**config.mk**
```make
export PLATFORM = sky130hd
export DESIGN_NAME = qei_speed
export DESIGN_NICKNAME = d
export VERILOG_FILES = /design/src/rtl/qei_speed_pkg.sv /design/src/rtl/qei_speed_iir.sv /design/src/rtl/qei_speed.sv
export SDC_FILE = /design/constraint.sdc
export NUM_CORES = 1
export LEC_CHECK = 0
export ABC_AREA = 0
export BUFFER_PORTS_ARGS = -buffer_cell sky130_fd_sc_hd__buf_4
export CAP_MARGIN = 20
export CORE_ASPECT_RATIO = 0.6
export CORE_MARGIN = 4
export CORE_UTILIZATION = 41
export DETAILED_ROUTE_END_ITERATION = 16
export PLACE_DENSITY = 0.62
export SLEW_MARGIN = 20
export SYNTH_ARGS = -nofsm -noshare
export SYNTH_HDL_FRONTEND = slang
export SYNTH_HIERARCHICAL = 1
export SYNTH_SLANG_ARGS = --single-unit
```
**constraint.sdc**
```tcl
create_clock -name clk -period 8.05 [get_ports clk]
set_clock_uncertainty 0.2 [all_clocks]
set_input_delay 0.805 -clock clk [delete_from_list [all_inputs] [get_ports clk]]
set_output_delay 0.805 -clock clk [all_outputs]
set_load 0.03 [all_outputs]
```
**src/rtl/qei_speed_pkg.sv**
```systemverilog
// qei_speed_pkg: shared config header for the QEI speed block.
// Holds FSM state encodings, the default sample period and resolution constants.
package qei_speed_pkg;

  typedef enum logic [1:0] {
    IDLE  = 2'd0,
    PRIME = 2'd1,
    RUN   = 2'd2
  } state_e;

  localparam int DEFAULT_PERIOD = 48000;
  localparam int QEI_RES        = 16;
  localparam int PWM_RES        = 12;

endpackage

```
**src/rtl/qei_speed_iir.sv**
```systemverilog
// speed_iir: first-order IIR smoothing of the per-period position delta.
// The accumulator carries shift extra fraction bits, so a constant delta settles with no residual error.
module speed_iir #(
  parameter int nbits = 16,
  parameter int shift = 2
) (
  input  logic                    clk,
  input  logic                    rst,
  input  logic                    clr,
  input  logic                    upd,
  input  logic signed [nbits-1:0] delta,
  output logic signed [nbits-1:0] speed
);

  localparam int AW = nbits + shift;

  logic signed [AW-1:0] acc_q, acc_d;

  always_comb begin
    acc_d = clr ? '0 : upd ? acc_q + AW'(delta) - (acc_q >>> shift) : acc_q;
    speed = acc_q[AW-1:shift];
  end

  always_ff @(posedge clk or negedge rst)
    if (!rst) acc_q <= '0;
    else      acc_q <= acc_d;

endmodule

```
**src/rtl/qei_speed.sv**
```systemverilog
// qei_speed: samples a free-running QEI count every period clocks and reports signed counts per period.
// Define QEI_SPEED_FILTER_EN to smooth the output through speed_iir; otherwise speed is the raw delta.
module qei_speed
  import qei_speed_pkg::*;
#(
  parameter int nbits  = QEI_RES,
  parameter int period = DEFAULT_PERIOD,
  parameter int shift  = 2
) (
  input  logic                    clk,
  input  logic                    rst,
  input  logic                    en,
  input  logic                    clr,
  input  logic [nbits-1:0]        pos,
  output logic signed [nbits-1:0] speed,
  output logic                    valid,
  output logic                    ovf
);

  localparam int                TW        = $clog2(period);
  localparam logic [TW-1:0]     TICK_MAX  = TW'(period - 1);
  localparam logic [nbits-1:0]  DELTA_MIN = {1'b1, {(nbits-1){1'b0}}};

  state_e                  state_q, state_d;
  logic [TW-1:0]           tick_q, tick_d;
  logic [nbits-1:0]        prev_q, prev_d;
  logic                    valid_q, valid_d;
  logic                    ovf_q, ovf_d;
  logic                    sample, latch, upd;
  logic signed [nbits-1:0] delta;

  always_ff @(posedge clk or negedge rst)
    if (!rst) state_q <= IDLE;
    else      state_q <= state_d;

  always_comb
    state_d = (clr || !en)                 ? IDLE  :
              (state_q == IDLE)            ? PRIME :
              (state_q == PRIME && sample) ? RUN   : state_q;

  always_comb begin
    sample = en && !clr && tick_q == TICK_MAX;
    latch  = sample && state_q != IDLE;
    upd    = sample && state_q == RUN;
  end

  // Modular subtraction makes counter wrap-around transparent.
  always_comb begin
    tick_d  = (clr || !en || sample) ? '0 : tick_q + TW'(1);
    delta   = pos - prev_q;
    prev_d  = latch ? pos : prev_q;
    valid_d = upd;
    ovf_d   = !clr && (ovf_q || (upd && delta == DELTA_MIN));
  end

  always_ff @(posedge clk or negedge rst)
    if (!rst) begin
      tick_q  <= '0;
      prev_q  <= '0;
      valid_q <= 1'b0;
      ovf_q   <= 1'b0;
    end else begin
      tick_q  <= tick_d;
      prev_q  <= prev_d;
      valid_q <= valid_d;
      ovf_q   <= ovf_d;
    end

`ifdef QEI_SPEED_FILTER_EN
  speed_iir #(
    .nbits(nbits),
    .shift(shift)
  ) u_iir (
    .clk  (clk),
    .rst  (rst),
    .clr  (clr),
    .upd  (upd),
    .delta(delta),
    .speed(speed)
  );
`else
  logic signed [nbits-1:0] speed_q, speed_d;
  logic                    unused_shift;

  assign unused_shift = ^shift;

  always_comb
    speed_d = clr ? '0 : upd ? delta : speed_q;

  always_ff @(posedge clk or negedge rst)
    if (!rst) speed_q <= '0;
    else      speed_q <= speed_d;

  assign speed = speed_q;
`endif

  assign valid = valid_q;
  assign ovf   = ovf_q;

endmodule
```
# After elaboration in Yosys (flattened, before gate mapping)
# Index checks and enable logic that the tools add are counted.
# word_totals
regBits,52
in_bits,20
out_inout_bits,18
elab_cells,34
# op_classes
addsub,2
n_eq_ne,4
n_mux,6
n_reduce_logical,16
# op_table
operator,n
$mux 16,3
$eq 16x16->1 const B,2
$add 16x1->16 const B,1
$sub 16x16->16,1
$logic_and 1x1->1,7
$mux 2,3
$reduce_bool 2->1,2
$logic_or 1x1->1,3
$reduce_bool 3->1,1
$eq 2x1->1 const B,1
$eq 2x2->1 const B,1
$logic_not 1->1,2
$logic_not 2->1,1

# Logic depth before layout (Yosys ltp)
# Gate-level depths: netlist (run 1).
# logic_depth
ltp_word,7
ltp_mapped,12

# Worst setup path before layout (run 1)
# Ideal clock, no wire load.
# synth_path
path_type,input-to-reg
from,input port pos[0]
to,register ovf_q (netlist: ovf)
setup_time_ns,0.095
t_arrival_ns,2.974
required_ns,7.755
slack_ns,4.780
cell_stages,12
path_cell_list,inv_1 -> ha_1 -> inv_1 -> fa_1 -> a211oi_1 -> o21ai_1 -> a311oi_1 -> o21bai_1 -> a21oi_1 -> xor2_1 -> nand4_1 -> o32ai_2
# synth_between
elab_chain_len,5
# synth_lines
item,line_no,rtl
from (decl),qei_speed.sv:14,"input logic [nbits-1:0] pos,"
$sub 16x16->16,qei_speed.sv:50,delta = pos - prev_q;
$eq 16x16->1,qei_speed.sv:53,ovf_d = !clr && (ovf_q || (upd && delta == DELTA_MIN));
$logic_and 1x1->1,qei_speed.sv:53,
$logic_or 1x1->1,qei_speed.sv:53,
$logic_and 1x1->1,qei_speed.sv:53,
via ovf_d,qei_speed.sv:28,"logic ovf_q, ovf_d;"
to (signal assigned),qei_speed.sv:66,ovf_q <= ovf_d;
to (decl),qei_speed.sv:28,
# The timed path passes the listed nets, and every way through them passes these cells.
# A chain may end at the register's enable or synchronous reset.

# Worst setup path in the final report (run 1)
# Same ends and word-level chain as after synthesis.

==> summary.txt, run 1 <==
Finish
  – Multi-input logic area: 1530 µm²
  – Nets: 384
  – Synth-to-Final Area Change: 20.0%
  – Register area: 1300 µm²
  – Most common cell after layout, fill and taps aside: dfrtp_1
  – Filler cell count: 633
  – Most frequent cells in the layout: dfrtp_1, buf_4, nand2_1, o21ai_0, nor2_1
  – Non-Filler Instances: 434
  – Final core occ: 51.6%
  – Layout cell share with drive strength beyond 1: 15.6%
  – Post-route design area: 3520 µm²
  – Antenna cells: 0

Run
  – Max cap viols: 0

Worst setup path
  – Worst Path Buf+Inv: 3
  – R2r endpoint: ovf$_DFF_PN0_
  – Crit path top cell by count: inv_1
  – Reg2reg setup slack: 4970 ps
  – CP Launch Type: input port
  – CP Capture Type: flop
  – Type of the worst setup path: in2reg
  – Critical Path RT: 8050 ps
  – Critical-path cell list: buf_4 > inv_1 > ha_1 > inv_1 > fa_1 > a211oi_1 > o21ai_1 > a311oi_1 > a221oi_1 > o31ai_1 > nand4_1 > o32ai_2
  – Instance count on the critical path: 12
  – Worst r2r path cells: 10
  – CP max stage cell: a311oi_1
  – Reg2reg start: prev_q[0]$_DFFE_PN0P_
  – Largest delay share family, worst path: compound AO/OA/AOI/OAI gates
  – Worst path max stage delay: 500 ps
  – Worst-path fanout max: 3
  – Critical Path AT: 3400 ps

Detailed routing
  – TritonRoute pass-1 iters: 4
  – DR vias/cell: 5.14
  – Initial drt markers: 131
  – Routed length on met3: 254 µm
  – DR DRC count: 0
  – Antenna Nets Post-Route: 0
  – M1 wire length: 3520 µm
  – Final wirelength: 6310 µm
  – Top Layer Used: met4
  – Drt wl/cell: 14.5 µm
  – WL met2: 2480 µm
  – Vias: 2230

CTS
  – CTS tree: yes
  – Cts repair resizes: 0
  – Clock Latency Late Sink: 290 ps
  – Post-CTS Repair Setup Buffers: 0
  – Clock sinks: 52
  – Post-CTS Hold Fix Bufs: 0
  – H-tree depth: 2
  – Reg clk slew, reported paths: 70 ps
  – CTS Root Cell: clkbuf_16
  – CTS Buf Count: 5
  – Deepest clock path buffer count: 2

Placement
  – DP Worst Slack: 4360 ps
  – Placed insts: 426
  – Final GP Congestion: 0.795
  – Post-DP HPWL: 4640 µm
  – PortBufs: 37
  – Area after DPL: 3310 µm²

Synth
  – Yosys reg bits: 52
  – Synth Net Count: 348
  – Warnings from Yosys: 6
  – Synth top area share: 44.3%
  – Sequential share of the synthesized area: 44.3%
  – Predominant post-synthesis flop cell: dfrtp_1
  – Async SR Flop Fraction: 100%
  – Post-synthesis cell area: 2930 µm²
  – Synth area leaders: dfrtp_1, ha_1, xor2_1
  – Post-synth EDFFs: 0
  – Unique cell type count in the Yosys netlist: 49
  – Largest area contributor in the netlist: dfrtp_1
  – Post-Syn Area per Cell: 9.46 µm²
  – Cells after Synth: 310

Hold path
  – WHS Endpoint: tick_q[0]$_DFF_PN0_
  – Hold_sp: tick_q[0]$_DFF_PN0_
  – Hold depth: 1
  – Worst min path class: reg2reg

STA
  – Rel. slew slack: 47.0%
  – Hold Fails Final Rpt: 0
  – Final worst-path cycle share: 42.2%
  – Worst Tran Pin Value: 795 ps
  – Fmax: 294 MHz
  – Final setup viols: 0
  – Final setup margin: 4650 ps
  – Unrepaired setup endpoints after global routing: false
  – Tmin final: 3400 ps
  – Slew Limit Fails: 0
  – Final TNS setup: 0 ps

Floorplan
  – Chip width: 117 µm
  – IO Pins: 38
  – Die Ht: 73.5 µm
  – Die area: 8620 µm²
  – Floorplan core area: 6820 µm²
  – Initial Utilization: 43.0%
  – Rows: 23

Global routing
  – Antenna violations before repair: 0
  – Number of global-route vias before repair: 2153
  – Grt ovf: 0
  – First-pass GRT wire length: 10600 µm
  – Largest net degree at the start of global routing: 53
  – Total GRT Usage: 16.0%

Power
  – P per Cell Area: 186 nW/µm²
  – Leakage power: 0.00167 µW
  – Max VDD drop: 0.0812 mV

Status
  – Status: complete, no violations
==> worst max-delay path by stage <==
| stage | start | to | slack, ps |
|---|---|---|---|
| floorplan | pos[0] | ovf$_DFF_PN0_ | 4780 |
| global placement | pos[0] | ovf$_DFF_PN0_ | 4450 |
| detailed placement | pos[0] | ovf$_DFF_PN0_ | 4360 |
| CTS | pos[0] | ovf$_DFF_PN0_ | 4670 |
| global route | pos[0] | ovf$_DFF_PN0_ | 4330 |
| finish | pos[0] | ovf$_DFF_PN0_ | 4650 |
==> worst register-to-register path: stages (launching register included) <==
cell	delay (ps)
dfrtp_1	370
ha_1	150
inv_1	50
fa_1	410
a211oi_1	290
o21ai_1	160
a311oi_1	500
a221oi_1	170
o31ai_1	320
nand4_1	160
o32ai_2	210
==> cells by family (layout without fill, tap and decap cells) <==
kind of cell	count (synthesis)	in the layout	synth area share (%)
AND/OR/NAND/NOR	115	115	21.2
AO/OA/AOI/OAI	69	69	14.7
flip-flops	52	52	44.3
buffers and inverters	30	67	3.84
XOR/XNOR	24	24	7.16
adder cells (fa/ha/maj)	18	18	7.93
multiplexers	2	2	0.768
==> cell usage after synthesis (3+ instances only) <==
cell	count
and3_1	3
o21ai_1	11
inv_1	21
nand2_1	35
nor3_1	6
dfrtp_1	52
a21oi_1	9
a211oi_1	3
nand3_1	8
or3_1	5
o21ai_0	24
nor2_1	23
nand4_1	3
a21o_1	3
clkbuf_1	9
o21bai_1	3
xnor2_1	8
nand3b_1	12
ha_1	17
xor2_1	16
o21a_1	4
nand2b_1	3
==> cell type report <==
class,count,area share (%)
clock buffers,5,3.55
clock inverters,3,2.56
inverters,21,2.24
multi-input cells,228,43.5
flip-flops and latches,52,36.9
well taps,87,3.09
repair buffers,38,8.10
==> registers in the layout, summed over array words and instances (netlist names) <==
signal   flops
ovf          1
speed       16
state_q      2
tick_q      16
valid        1
prev_q      16
==> power by group <==
| group | internal, µW | switching, µW | leakage (µW) | total (µW) |
|---|---|---|---|---|
| Combinational | 34.1 | 48.7 | 0.000899 | 82.8 |
| Sequential | 266 | 1.72 | 0.000669 | 268 |
| Clock | 210 | 96.8 | 0.000104 | 306 |
| Total | 510 | 147 | 0.00167 | 657 |
==> through the flow <==
| step | hold slack [ps] | total power, µW |
|---|---|---|
| 6_report | 296 | 657 |
| 5_1_grt | 314 | 688 |
| 4_1_cts | 295 | 666 |
| 3_5_place_dp | 279 | 355 |
| 3_3_place_gp | 283 | 355 |
| 2_1_floorplan | 255 | 328 |
==> metal layers <==
layer  vias up  global-route usage (%)
met1      1037                    24.3
met3         5                    3.87
met4         0                    3.44
li1       1149                       -
met5         -                       0
met2        39                    22.9
Power figures use the tool's default switching activity.
==> inputs of run 2 (changes only) <==
==> constraint.sdc (replaced) <==
create_clock -name clk -period 3.55 [get_ports clk]
set_clock_uncertainty 0.2 [all_clocks]
set_input_delay 0.355 -clock clk [delete_from_list [all_inputs] [get_ports clk]]
set_output_delay 0.355 -clock clk [all_outputs]
set_load 0.03 [all_outputs]
==> run 2 against run 1 <==
  * Critical path depth is 1 lower
  * Setup slack got worse by 4200 ps
  * Design area is 1.2% lower
  * Sequential power rose by 130%
  * Flip-flop and latch count did not move
  * Core utilization shrank 0.64 points
==> summary.txt, run 2 (synthesized netlist as in run 1, its figures left out) <==
Finish
  – Synth-to-Final Area Change: 18.6%
  – Layout cell share with drive strength beyond 1: 15.4% (-0.13 points)
  – Non-Filler Instances: 437 (+0.69%)
  – Post-route design area: 3480 µm² (-1.2%)
  – Most common cell after layout, fill and taps aside: dfrtp_1
  – Filler cell count: 642 (+1.4%)
  – Nets: 387 (+0.78%)
  – Final core occ: 51.0% (-0.64 points)
  – Multi-input logic area: 1530 µm² (unchanged)
  – Antenna cells: 0 (unchanged)
  – Register area: 1300 µm² (unchanged)
  – Most frequent cells in the layout: dfrtp_1, buf_4, nand2_1, o21ai_0, nor2_1

Detailed routing
  – Drt wl/cell: 14.7 µm (+0.97%)
  – Final wirelength: 6410 µm (+1.7%)
  – DR DRC count: 0 (unchanged)
  – Initial drt markers: 140 (+6.9%)
  – Antenna Nets Post-Route: 0 (unchanged)
  – TritonRoute pass-1 iters: 4 (unchanged)
  – Vias: 2268 (+1.7%)
  – DR vias/cell: 5.19 (+1.0%)

STA
  – Final setup viols: 0 (unchanged)
  – Final worst-path cycle share: 87.5%
  – Slew Limit Fails: 0 (unchanged)
  – Rel. slew slack: 53.7% (+6.7 points)
  – Worst Tran Pin Value: 692 ps (-102 ps)
  – Fmax: 322 MHz
  – Hold Fails Final Rpt: 0 (unchanged)
  – Tmin final: 3110 ps
  – Final TNS setup: 0 ps (unchanged)
  – Unrepaired setup endpoints after global routing: false

Power
  – Leakage power: 0.00165 µW (-1.1%)
  – Seq pwr share: 47.1% (+6.3 points)
  – Max VDD drop: 0.171 mV (+110%)
  – P per Cell Area: 371 nW/µm² (+99%)
  – Clk pwr share: 38.2% (-8.4 points)
  – Logic pwr share: 14.7% (+2.1 points)
  – Pint: 963 µW (+89%)
  – Net Switching: 326 µW (+120%)
  – Sw frac: 25.3% (+2.9 points)

Floorplan
  – Chip width: 117 µm (unchanged)
  – Die area: 8620 µm² (unchanged)
  – Floorplan core area: 6820 µm² (unchanged)
  – Initial Utilization: 43.0% (unchanged)
  – Rows: 23 (unchanged)
  – Die Ht: 73.5 µm (unchanged)
  – IO Pins: 38 (unchanged)

Global routing
  – Antenna violations before repair: 0 (unchanged)
  – Largest net degree at the start of global routing: 53 (unchanged)
  – Number of global-route vias before repair: 2177 (+1.1%)
  – First-pass GRT wire length: 10900 µm (+2.1%)
  – Total GRT Usage: 16.4% (+0.41 points)
  – Grt ovf: 0 (unchanged)

Worst setup path
  – Worst path max stage delay: 520 ps (+20 ps)
  – Largest delay share family, worst path: compound AO/OA/AOI/OAI gates
  – CP Capture Type: flop
  – Worst-path fanout max: 3 (unchanged)
  – Critical Path AT: 3110 ps (-290 ps)
  – Crit path from: prev_q[0]$_DFFE_PN0P_
  – CP Launch Type: flop
  – Reg2reg start: prev_q[0]$_DFFE_PN0P_
  – CP max stage cell: a311oi_1
  – Critical-path cell list: ha_1 > inv_1 > fa_1 > a211oi_1 > o21ai_1 > a311oi_1 > o21bai_1 > a21oi_1 > xor2_1 > nand4_1 > o32ai_2
  – Worst Path Buf+Inv: 1 (-2)
  – Type of the worst setup path: reg2reg
  – Critical Path RT: 3550 ps (-4500 ps)

CTS
  – Reg clk slew, reported paths: 60 ps (about the same)
  – CTS Root Cell: clkbuf_16
  – H-tree depth: 2 (unchanged)
  – Post-CTS Repair Setup Buffers: 0 (unchanged)
  – Deepest clock path buffer count: 2 (unchanged)
  – CTS Buf Count: 5 (unchanged)
  – Clock sinks: 52 (unchanged)
  – CTS tree: yes
  – Clock Latency Late Sink: 290 ps (about the same)

Placement
  – Placed insts: 428 (+0.47%)
  – Area after DPL: 3320 µm² (+0.45%)
  – PortBufs: 37 (unchanged)
  – Post-DP HPWL: 4820 µm (+3.7%)
  – Final GP Congestion: 0.826 (+4.0%)

Status
  – Status: complete, no violations

Hold path
  – Worst min path class: in2reg
  – Hold_sp: pos[10]

Run
  – Max cap viols: 0 (unchanged)
[run 2: cell count changes in the layout (fill, tap and decap cells not counted), sizes merged]
| cell | previous run | this run |
|---|---|---|
| clkbuf | 5 | 8 |
| dlygate4sd3 | 0 | 1 |
| buf | 38 | 40 |
| bufinv | 3 | 0 |
[run 2: tightest hold or removal path, stage by stage]
cell	delay [ps]
buf_4	90
nand2_1	40
o21ai_0	50
[run 2: through the flow]
step | hold WS (ps) | power, µW | setup WS [ps]
CTS | 69.6 | 1310 | 445
detailed placement | 249 | 806 | 283
finish | 78.2 | 1290 | 443
floorplan | -141 | 743 | 730
global placement | 244 | 805 | 398
global route | 87.6 | 1350 | 88.3
[run 2: timing repair]
item / CTS / global route
gates resized for setup: 0 / 0
hold endpoints to repair: 52 / 0
hold buffers: 1 / 0
[run 2: final cells by class]
cell class / count / share of cell area [%]
Clock buffer: 8 / 4.21
Timing Repair Buffer: 41 / 8.92
Inverter: 21 / 2.27
Tap cell: 87 / 3.13
Sequential cell: 52 / 37.4
Multi-Input combinational cell: 228 / 44.1
[run 2: power groups by stage]
stage | clock network [µW] | registers (µW) | logic (µW)
2_1_floorplan | 0 | 618 | 125
3_3_place_gp | 0 | 618 | 187
3_5_place_dp | 0 | 618 | 188
4_1_cts | 509 | 607 | 190
5_1_grt | 532 | 608 | 214
6_report | 493 | 607 | 190
[run 2: final timing paths]
kind	end	slack, ps	cells past startpoint
min	prev_q[10]$_DFFE_PN0P_	80	3
max	ovf$_DFF_PN0_	440	11
max in group asynchronous	speed[12]$_DFFE_PN0P_	2250	2
max reg2reg	ovf$_DFF_PN0_	440	11
min reg2reg	tick_q[0]$_DFF_PN0_	290	1
min in group asynchronous	tick_q[14]$_DFF_PN0_	450	2
[run 2: per-layer routing]
layer | wire (µm) | track usage (%) | share of wire (%)
met5 | 0 | 0 | 0
met4 | 66 | 3.82 | 1.0
met3 | 325 | 3.79 | 5.1
met2 | 2500 | 22.2 | 39
met1 | 3520 | 25.9 | 55
